--- src/rtl/fetch_buffer_pkg.sv ---
// Shared types for the instruction prefetch stage: ITIM request/response buses,
// FIFO entry layout, front-end state encoding and the instruction size helper.
package fetch_wires;

    typedef struct packed {
        logic        mem_valid;
        logic        mem_fence;
        logic        mem_instr;
        logic [31:0] mem_addr;
        logic [31:0] mem_wdata;
        logic [3:0]  mem_wstrb;
    } mem_in_type;

    typedef struct packed {
        logic        mem_ready;
        logic [31:0] mem_rdata;
    } mem_out_type;

    typedef struct packed {
        logic [31:0] pc;
        logic [31:0] instr;
    } fbuf_entry_type;

    typedef enum logic [1:0] {
        ST_RUN         = 2'd0,
        ST_FENCE_DRAIN = 2'd1,
        ST_FENCE_WAIT  = 2'd2
    } fetch_state_type;

    localparam int FCNT_W = 16;

    typedef struct packed {
        fetch_state_type   state;
        logic [31:0]       fetch_pc;
        logic [31:0]       req_pc;
        logic              pend;
        logic              discard;
        logic [FCNT_W-1:0] fcnt;
        logic              active;
    } fetch_reg_type;

    localparam fetch_reg_type FETCH_INIT = '{
        state:    ST_RUN,
        fetch_pc: 32'h0,
        req_pc:   32'h0,
        pend:     1'b0,
        discard:  1'b0,
        fcnt:     '0,
        active:   1'b0
    };

    // RVC: low bits 2'b11 mark a full 32-bit instruction, anything else is 16-bit.
    function automatic logic [31:0] instr_size(input logic [31:0] instr);
        return (instr[1:0] == 2'b11) ? 32'd4 : 32'd2;
    endfunction

endpackage

--- src/rtl/fetch_buffer_if.sv ---
// ITIM request/response bundle between the fetch buffer (master) and the ITIM (slave).
interface fetch_buffer_if;
    import fetch_wires::*;

    mem_in_type  itim_in;
    mem_out_type itim_out;

    modport master (output itim_in, input itim_out);
    modport slave  (input itim_in, output itim_out);
endinterface

--- src/rtl/fetch_buffer_fifo.sv ---
// Register FIFO of {pc, instr} entries; head entry is presented combinationally.
module fetch_fifo
    import fetch_wires::*;
#(
    parameter int depth = 4
) (
    input  logic                    clock,
    input  logic                    reset,
    input  logic                    push,
    input  logic                    pop,
    input  logic                    flush,
    input  fbuf_entry_type          wdata,
    output fbuf_entry_type          rdata,
    output logic [$clog2(depth):0]  count
);
    localparam int AW = $clog2(depth);

    fbuf_entry_type mem_q [depth];
    logic [AW-1:0]  rd_q;
    logic [AW-1:0]  wr_q;
    logic [AW:0]    cnt_q;
    logic           do_push;
    logic           do_pop;

    // A push into a full FIFO is only legal when the head leaves in the same cycle.
    assign do_pop  = pop && (cnt_q != '0);
    assign do_push = push && ((cnt_q != (AW+1)'(depth)) || do_pop);

    always_ff @(posedge clock or negedge reset) begin
        if (!reset) begin
            for (int i = 0; i < depth; i++) begin
                mem_q[i] <= '0;
            end
            rd_q  <= '0;
            wr_q  <= '0;
            cnt_q <= '0;
        end else if (flush) begin
            rd_q  <= '0;
            wr_q  <= '0;
            cnt_q <= '0;
        end else begin
            if (do_push) begin
                mem_q[wr_q] <= wdata;
                wr_q        <= wr_q + AW'(1);
            end
            if (do_pop) begin
                rd_q <= rd_q + AW'(1);
            end
            cnt_q <= cnt_q + (AW+1)'(do_push) - (AW+1)'(do_pop);
        end
    end

    assign rdata = mem_q[rd_q];
    assign count = cnt_q;
endmodule

--- src/rtl/fetch_buffer.sv ---
// Instruction prefetch stage: issues sequential ITIM fetches, queues responses for
// decode and handles redirects and fence.i with discard of stale responses.
module fetch_buffer
    import fetch_wires::*;
#(
    parameter int          fbuf_depth = 4,
    parameter logic [31:0] start_addr = 32'h0,
    parameter int          itim_depth = 6,
    parameter int          fence_wait = itim_depth + 2
) (
    input  logic                  clock,
    input  logic                  reset,
    input  logic                  redir_valid,
    input  logic [31:0]           redir_addr,
    input  logic                  redir_fence,
    input  logic                  deq_ready,
    output logic                  deq_valid,
    output logic [31:0]           deq_pc,
    output logic [31:0]           deq_instr,
    fetch_buffer_if.master        itim
);
    localparam int CW = $clog2(fbuf_depth) + 1;

    fetch_reg_type  r_q;
    fetch_reg_type  r_d;
    mem_in_type     req;
    fbuf_entry_type wdata;
    fbuf_entry_type rdata;
    logic [CW-1:0]  count;
    logic [CW:0]    count_next;
    logic           resp;
    logic           push;
    logic           pop;
    logic           flush;
    logic           issue;
    logic           fence_req;
    logic [31:0]    npc;

    fetch_fifo #(.depth(fbuf_depth)) u_fifo (
        .clock (clock),
        .reset (reset),
        .push  (push),
        .pop   (pop),
        .flush (flush),
        .wdata (wdata),
        .rdata (rdata),
        .count (count)
    );

    always_comb begin
        r_d        = r_q;
        r_d.active = 1'b1;
        resp       = r_q.pend && itim.itim_out.mem_ready;
        push       = 1'b0;
        pop        = 1'b0;
        flush      = 1'b0;
        issue      = 1'b0;
        fence_req  = 1'b0;
        npc        = r_q.fetch_pc;
        wdata      = '{pc: r_q.req_pc, instr: itim.itim_out.mem_rdata};
        count_next = {1'b0, count};

        if (resp) begin
            r_d.pend    = 1'b0;
            r_d.discard = 1'b0;
        end

        // The fence wait counter keeps running even across plain redirects.
        if (r_q.state == ST_FENCE_WAIT) begin
            r_d.fcnt = r_q.fcnt - FCNT_W'(1);
            if (r_q.fcnt <= FCNT_W'(1)) begin
                r_d.state = ST_RUN;
                r_d.fcnt  = '0;
            end
        end

        if (redir_valid) begin
            flush        = 1'b1;
            r_d.fetch_pc = redir_addr & ~32'h1;
            r_d.discard  = r_q.pend && !itim.itim_out.mem_ready;
            if (redir_fence) begin
                r_d.state = ST_FENCE_DRAIN;
                r_d.fcnt  = '0;
            end
        end else begin
            push = resp && !r_q.discard;
            pop  = (count != '0) && deq_ready;
            if (push) begin
                npc          = r_q.req_pc + instr_size(itim.itim_out.mem_rdata);
                r_d.fetch_pc = npc;
            end
            count_next = {1'b0, count} + (CW+1)'(push) - (CW+1)'(pop);

            if (r_q.state == ST_RUN) begin
                // Reserve a slot for the response before issuing.
                issue = r_q.active && !r_d.pend && (count_next < (CW+1)'(fbuf_depth));
                if (issue) begin
                    r_d.pend   = 1'b1;
                    r_d.req_pc = npc;
                end
            end else if ((r_q.state == ST_FENCE_DRAIN) && !r_q.pend) begin
                fence_req = 1'b1;
                r_d.fcnt  = FCNT_W'(fence_wait);
                r_d.state = (fence_wait == 0) ? ST_RUN : ST_FENCE_WAIT;
            end
        end

        req           = '0;
        req.mem_valid = issue || fence_req;
        req.mem_fence = fence_req;
        req.mem_instr = 1'b1;
        req.mem_addr  = fence_req ? r_q.fetch_pc : npc;
    end

    always_ff @(posedge clock or negedge reset) begin
        if (!reset) begin
            r_q          <= FETCH_INIT;
            r_q.fetch_pc <= start_addr;
        end else begin
            r_q <= r_d;
        end
    end

    assign itim.itim_in = req;
    assign deq_valid    = (count != '0);
    assign deq_pc       = rdata.pc;
    assign deq_instr    = rdata.instr;
endmodule

--- src/flat_wrapper.sv ---
// flat-port wrapper written by rule: the top's interface ports become plain ports
module fetch_buffer_flat import fetch_wires::*;
#(
    parameter int          fbuf_depth = 4,
    parameter logic [31:0] start_addr = 32'h0,
    parameter int          itim_depth = 6,
    parameter int          fence_wait = itim_depth + 2
)
  (clock, reset, redir_valid, redir_addr, redir_fence, deq_ready, deq_valid, deq_pc, deq_instr, itim_itim_in, itim_itim_out);
  fetch_buffer_if itim_i ();
  input  logic clock;
  input  logic reset;
  input  logic redir_valid;
  input  logic [31:0] redir_addr;
  input  logic redir_fence;
  input  logic deq_ready;
  output logic deq_valid;
  output logic [31:0] deq_pc;
  output logic [31:0] deq_instr;
  output wire logic [$bits(itim_i.itim_in)-1:0] itim_itim_in;
  input wire logic [$bits(itim_i.itim_out)-1:0] itim_itim_out;
  assign itim_itim_in = itim_i.itim_in;
  assign itim_i.itim_out = itim_itim_out;
  fetch_buffer #(.fbuf_depth(fbuf_depth), .start_addr(start_addr), .itim_depth(itim_depth), .fence_wait(fence_wait)) u_core (.clock(clock), .reset(reset), .redir_valid(redir_valid), .redir_addr(redir_addr), .redir_fence(redir_fence), .deq_ready(deq_ready), .deq_valid(deq_valid), .deq_pc(deq_pc), .deq_instr(deq_instr), .itim(itim_i));
endmodule
--- config.mk ---
export PLATFORM = sky130hd
export DESIGN_NAME = fetch_buffer_flat
export DESIGN_NICKNAME = d
export VERILOG_FILES = /design/src/rtl/fetch_buffer_pkg.sv /design/src/rtl/fetch_buffer_if.sv /design/src/rtl/fetch_buffer_fifo.sv /design/src/rtl/fetch_buffer.sv /design/src/flat_wrapper.sv
export SDC_FILE = /design/constraint.sdc
export NUM_CORES = 1
export LEC_CHECK = 0
export CAP_MARGIN = 25
export CORE_MARGIN = 3
export CORE_UTILIZATION = 25
export CTS_CLUSTER_DIAMETER = 60
export DETAILED_ROUTE_END_ITERATION = 16
export SLEW_MARGIN = 10
export SYNTH_ARGS = -nofsm -noshare
export SYNTH_HDL_FRONTEND = slang
export SYNTH_HIERARCHICAL = 1
export SYNTH_SLANG_ARGS = --single-unit
--- constraint.sdc ---
create_clock -name clock -period 5.81 [get_ports clock]
set_input_delay 1.4525 -clock clock [delete_from_list [all_inputs] [get_ports clock]]
set_output_delay 1.4525 -clock clock [all_outputs]
set_load 0.1 [all_outputs]
# After elaboration in Yosys (flattened, before gate mapping)
# Cells that the tools add are included.
# classes
bitwise,4
eq_ne,4
reduce_logical,23
magnitude_cmp,5
muxes,40
n_addsub,8
# op_table
operator,count
$bwmux W256,1
$mux W64,3
$bmux W64 S2,1
$demux W64 S2,1
$mux W16,6
$mux W32,3
$mux W34,1
$add A32 B3 Y32,1
$mux W2,10
$le A16 B1 Y1 const B,1
$sub A16 B1 Y16 const B,1
$mux W1,12
$logic_and A1 B1 Y1,10
$ge A3 B3 Y1 const B,2
$mux W3,2
$not A2 Y3,2
$reduce_bool A2 Y1,3
$add A2 B1 Y2 const B,2
$add A3 B1 Y4,1
$eq A2 B2 Y1 const B,2
$logic_not A1 Y1,4
$lt A4 B3 Y1 const B,1
$sub A4 B1 Y4,1
$add A3 B1 Y3,1
10 further kinds,12
# totals
regBits,348
out_inout_bits,136
elab_cells,102
in_bits,70

# Logic depth before layout (Yosys ltp)
# logic_depth
depth_word,9
depth_mapped,14
mapped_depth_nobuf,12

# By module
# The synthesis kept the hierarchy.
# by_module_without_submodules
mod,instances,area_per_inst_um2,seq_area_each_um2,cells_per_inst
fetch_fifo,1,12074.1,6581.3,661
fetch_buffer,1,5536.6,2127.0,657

# Least setup slack after synthesis
# Ideal clock, no wire load.
# synth_path
path_type,input -> output
from,input port itim_itim_out[0]
to,output port itim_itim_in[63]
t_required_ns,4.358
setup_slack_ns,-0.669
n_path_buf,1
path_stages,9
arrival_time_ns,5.027
cell_sequence,nand2_1 > ha_1 > fa_1 > nand4_1 > nor3_1 > buf_4 > nand4_1 > xor2_1 > o21ai_0
# synth_between
elab_chain_cells,6
# synth_lines
item,line_no,source
start: declaration,flat_wrapper.sv:21,input wire logic [$bits(itim_i.itim_out)-1:0] itim_itim_out;
$eq A2 B2 Y1,fetch_buffer_pkg.sv:54,return (instr[1:0] == 2'b11) ? 32'd4 : 32'd2;
$mux W3,fetch_buffer_pkg.sv:54,
$add A32 B3 Y32,fetch_buffer.sv:89,npc = r_q.req_pc + instr_size(itim.itim_out.mem_rdata);
$mux W32,fetch_buffer.sv:88,if (push) begin
$mux W32,fetch_buffer.sv:77,if (redir_valid) begin
$mux W32,fetch_buffer.sv:112,req.mem_addr = fence_req ? r_q.fetch_pc : npc;
end: declaration,flat_wrapper.sv:20,output wire logic [$bits(itim_i.itim_in)-1:0] itim_itim_in;
# No other way between the ends.

# Final worst setup path
# layout_path
from,input port itim_itim_out[0]
to,output port itim_itim_in[67]
# The elaborated chain is that of the path after synthesis.

==> metrics.md <==
| Metric | Value |
|---|---|
| H-tree depth | `2` |
| Internal power | `5.70 mW` |
| Post-DP HPWL | `30.7 mm` |
| Worst-Skew Late Latency | `approximately 0.58 ns` |
| RePlAce Congestion | `just under 0.8` |
| Worst hold path endpoint | `u_core/u_fifo/mem_q[207]` |
| Final Non-Filler Cells | `2452` |
| Dominant cells by area after synthesis | `dfrtp_1 (49%), mux2_4 (10%), mux2_2 (8.2%)` |
| CTS tree | `done` |
| CP required | `4.36 ns` |
| Die area | `between 0.07 and 0.08 mm2` |
| Max Slew Vio Count | `0` |
| Setup crit end kind | `output port` |
| Critical Path AT | `4.16 ns` |
| Fin crit share | `96.6%` |
| Via-to-Cell Ratio | `4.53` |
| Overall Power | `9.99 mW` |
| Ys Warns | `6` |
| Num CTS Buffers | `44` |
| Fin area | `0.0220 mm2` |
| RR Endpoint | `u_core/u_fifo/count[2]` |
| Skew final | `0.0328 ns` |
| Largest family of logic cells by synthesized area | `multiplexers` |
| Initial antenna violation count | `3` |
| Peak supply drop | `between 0.2 and 0.3 mV` |
| Number of global-route vias before repair | `11783` |
| Layout area overhead | `24.7%` |
| Synth top area share | `between 40% and 50%` |
| First-pass GRT wire length | `72.5 mm` |
| Post-synth EDFFs | `0` |
| Compound-Gate Fraction of Synth Area | `4.90%` |
| Synth Flop Type | `dfrtp_1` |
| WL final | `about 47 mm` |
| Residual DRC count | `0` |
| R2R depth | `12` |
| GRT overflow | `0` |
| Endpoints failing hold | `0` |
| DP Worst Slack | `0.0859 ns` |
| DRT iter0 DRCs | `roughly 690` |
| Worst-path fanout max | `5` |
| Largest net degree at the start of global routing | `110` |
| Worst reg2reg startpoint | `u_core/u_fifo/count[1]` |
| Net count, final | `1572` |
| Starting Density | `around 25%` |
| Detailed Routing Iterations Pass 1 | `5` |
| Die H | `271 um` |
| Max Freq | `0.178 GHz` |
| Post-Syn Area | `0.0176 mm2` |
| TNS Setup | `0 ns` |
| Clock buffer depth | `3` |
| Setup Viol. Count Final | `0` |
| Placed instance count | `2372` |
| Clock group share of total power | `28.3%` |
| Clock Tree Root | `clkbuf_16` |
| P_sw | `4.29 mW` |
| Final ANT Viol Nets | `0` |
| Ports | `206` |
| Synth async-reset ratio | `100%` |
| Chip width | `271 um` |
| Fraction of final layout cells sized beyond drive strength 1 | `about 33%` |
| Vias | `11099` |
| Post-synthesis simple-gate area fraction | `9.00%` |
| Unrepaired setup endpoints after global routing | `no` |
| Number of distinct library cells after synthesis | `82` |
| Sequential-to-total area share from yosys stat | `49.4%` |
| Mux contribution to synthesized area | `between 20% and 30%` |
| Avg Inst Size Synth | `13.4 um2` |
| Synth Area in XOR/XNOR | `2.19%` |
| MaxCap Viol Count | `0` |
| Outcome | `complete, no violations` |
| Final Core Density | `approximately a third` |
| Part of the power in combinational logic | `approximately 39%` |
| Reg2reg setup slack | `2.21 ns` |
| N_diodes | `0` |
| CORE AREA | `0.0692 mm2` |
| HP Start | `u_core/u_fifo/mem_q[207]` |
| DR WL/cell | `19.1 um` |
| Slew @ Worst Pin | `approximately 1.0 ns` |
| Pleak | `between 9 and 10 nW` |
| Global router's overall resource usage | `12.6%` |
| Post-CTS setup buffers | `0` |
| Hold path depth | `1` |
| Syn Inst Count | `1318` |
| Synth Area in Adders | `1.15%` |
| DP Area | `0.0205 mm2` |
| Tmin final | `5.61 ns` |
| CP Launch Type | `input pin` |
| Setup CP Type | `in2out` |
| Sw frac | `43.0%` |
| WHS | `approximately 0.49 ns` |
| Clock transition at the registers of the reported paths | `0.06 ns` |
| Pwr dens | `455 mW/mm2` |
| #FFs+latches synth | `348` |
| Final worst setup slack | `0.199 ns` |
| Yosys top cell by area | `dfrtp_1` |
| Slew margin rel. | `30.3%` |
| Reg power frac | `32.7%` |
| Core Rows | `96` |
| Port buffer count | `167` |
| TritonCTS Sinks | `348` |
| Hold Crit Class | `reg2reg` |
-- synthesized netlist by cell type, types with 5 or more instances --
cell type,n
buf_4,42
buf_2,22
nand3_1,14
mux4_2,64
ha_1,13
mux2i_1,9
mux2_2,128
dfrtp_1,348
inv_1,19
nand4_1,10
xnor2_1,23
mux2_4,120
nor2_1,54
xor2_1,21
clkbuf_1,28
nor3_1,8
a21oi_1,15
mux2_1,11
o31ai_1,12
clkbuf_8,5
nand2_1,152
a31oi_1,6
o21ai_0,60
buf_12,12
and3_1,8
o221ai_1,11
-- layout make-up --
class	instances	area, um2
fillers	6909	47200
flip-flops and latches	348	8720
multi-input cells	869	8110
repair buffers	203	2400
clock buffers	54	1180
well taps	931	1160
clock inverters	26	319
inverters	21	78.8
-- power by group through the flow --
stage | logic (mW) | clock network [mW] | registers (mW)
2_1_floorplan | 2.97 | 0 | 3.11
3_3_place_gp | 3.86 | 0 | 3.27
3_5_place_dp | 3.92 | 0 | 3.31
4_1_cts | 3.93 | 2.91 | 3.27
5_1_grt | 4.09 | 3.01 | 3.34
6_report | 3.89 | 2.83 | 3.27
-- routing by layer --
layer	track usage [%]	vias up	routed length (um)
met5	0	-	13
met4	3.23	2	891
met3	2.78	64	2400
met2	20.5	257	22200
met1	16.9	5770	21300
li1	-	5006	-
-- cell usage in the layout, fill, tap and decap left out, types with 7 or more instances in the layout --
cell,synthesis,routed
o21ai_1,1,23
xor2_1,21,21
nor3_1,8,7
mux2_2,128,128
xnor2_1,23,23
nand3_1,14,14
conb_1,2,38
inv_1,19,19
o31ai_1,12,11
mux4_2,64,64
o221ai_1,11,11
dfrtp_1,348,346
mux2_4,120,120
nand4_1,10,10
and3_1,8,8
buf_12,12,42
ha_1,13,13
clkbuf_1,28,7
o21ai_0,60,38
nand2_1,152,150
buf_4,42,36
mux2_1,11,11
a21oi_1,15,15
mux2i_1,9,9
clkbuf_16,0,45
clkdlybuf4s50_1,0,121
nor2_1,54,54
-- worst max-delay path, cell delays in order --
cell	delay (ns)
clkdlybuf4s50_1	0.58
nand2_2	0.13
ha_1	0.25
fa_1	0.43
and4_2	0.32
and4_1	0.21
nand3_1	0.15
xor2_1	0.20
o21ai_1	0.09
buf_4	0.17
buf_12	0.16
-- cell families (layout without fill, tap and decap cells) --
| family | after synthesis | count (layout) |
|---|---|---|
| DFF | 348 | 348 |
| muxes | 332 | 332 |
| and+or+nand+nor | 304 | 304 |
| buffers and inverters | 137 | 304 |
| AOI/OAI and AO/OA | 136 | 136 |
| xor gates and xnor gates | 44 | 44 |
| adders and majority gates | 15 | 15 |
| other | 2 | 38 |
-- flip-flops by register name, summed over array words and instances (netlist names) --
name                 flops
u_core/u_fifo/rd_q       2
u_core/r_q              85
u_core/u_fifo/count      3
u_core/u_fifo/wr_q       2
u_core/u_fifo/mem_q    256
-- timing repair --
| action | 4_1_cts | 5_1_grt |
|---|---|---|
| endpoints found under the setup margin | 0 | 6 |
| resized for setup | 0 | 3 |
| hold buffers | 0 | 0 |
-- how the worst max path moves through the flow --
stage                     slack, ns        startpoint  cells after the start          endpoint
after global routing          0.003  itim_itim_out[0]                     11  itim_itim_in[67]
after global placement         0.15  itim_itim_out[0]                     11  itim_itim_in[67]
after floorplan                0.09  itim_itim_out[0]                      9  itim_itim_in[63]
final                          0.20  itim_itim_out[0]                     11  itim_itim_in[67]
after CTS                      0.03  itim_itim_out[0]                     11  itim_itim_in[61]
after detailed placement       0.09  itim_itim_out[0]                     11  itim_itim_in[67]
Note: power is estimated with default switching activity, not from simulation.
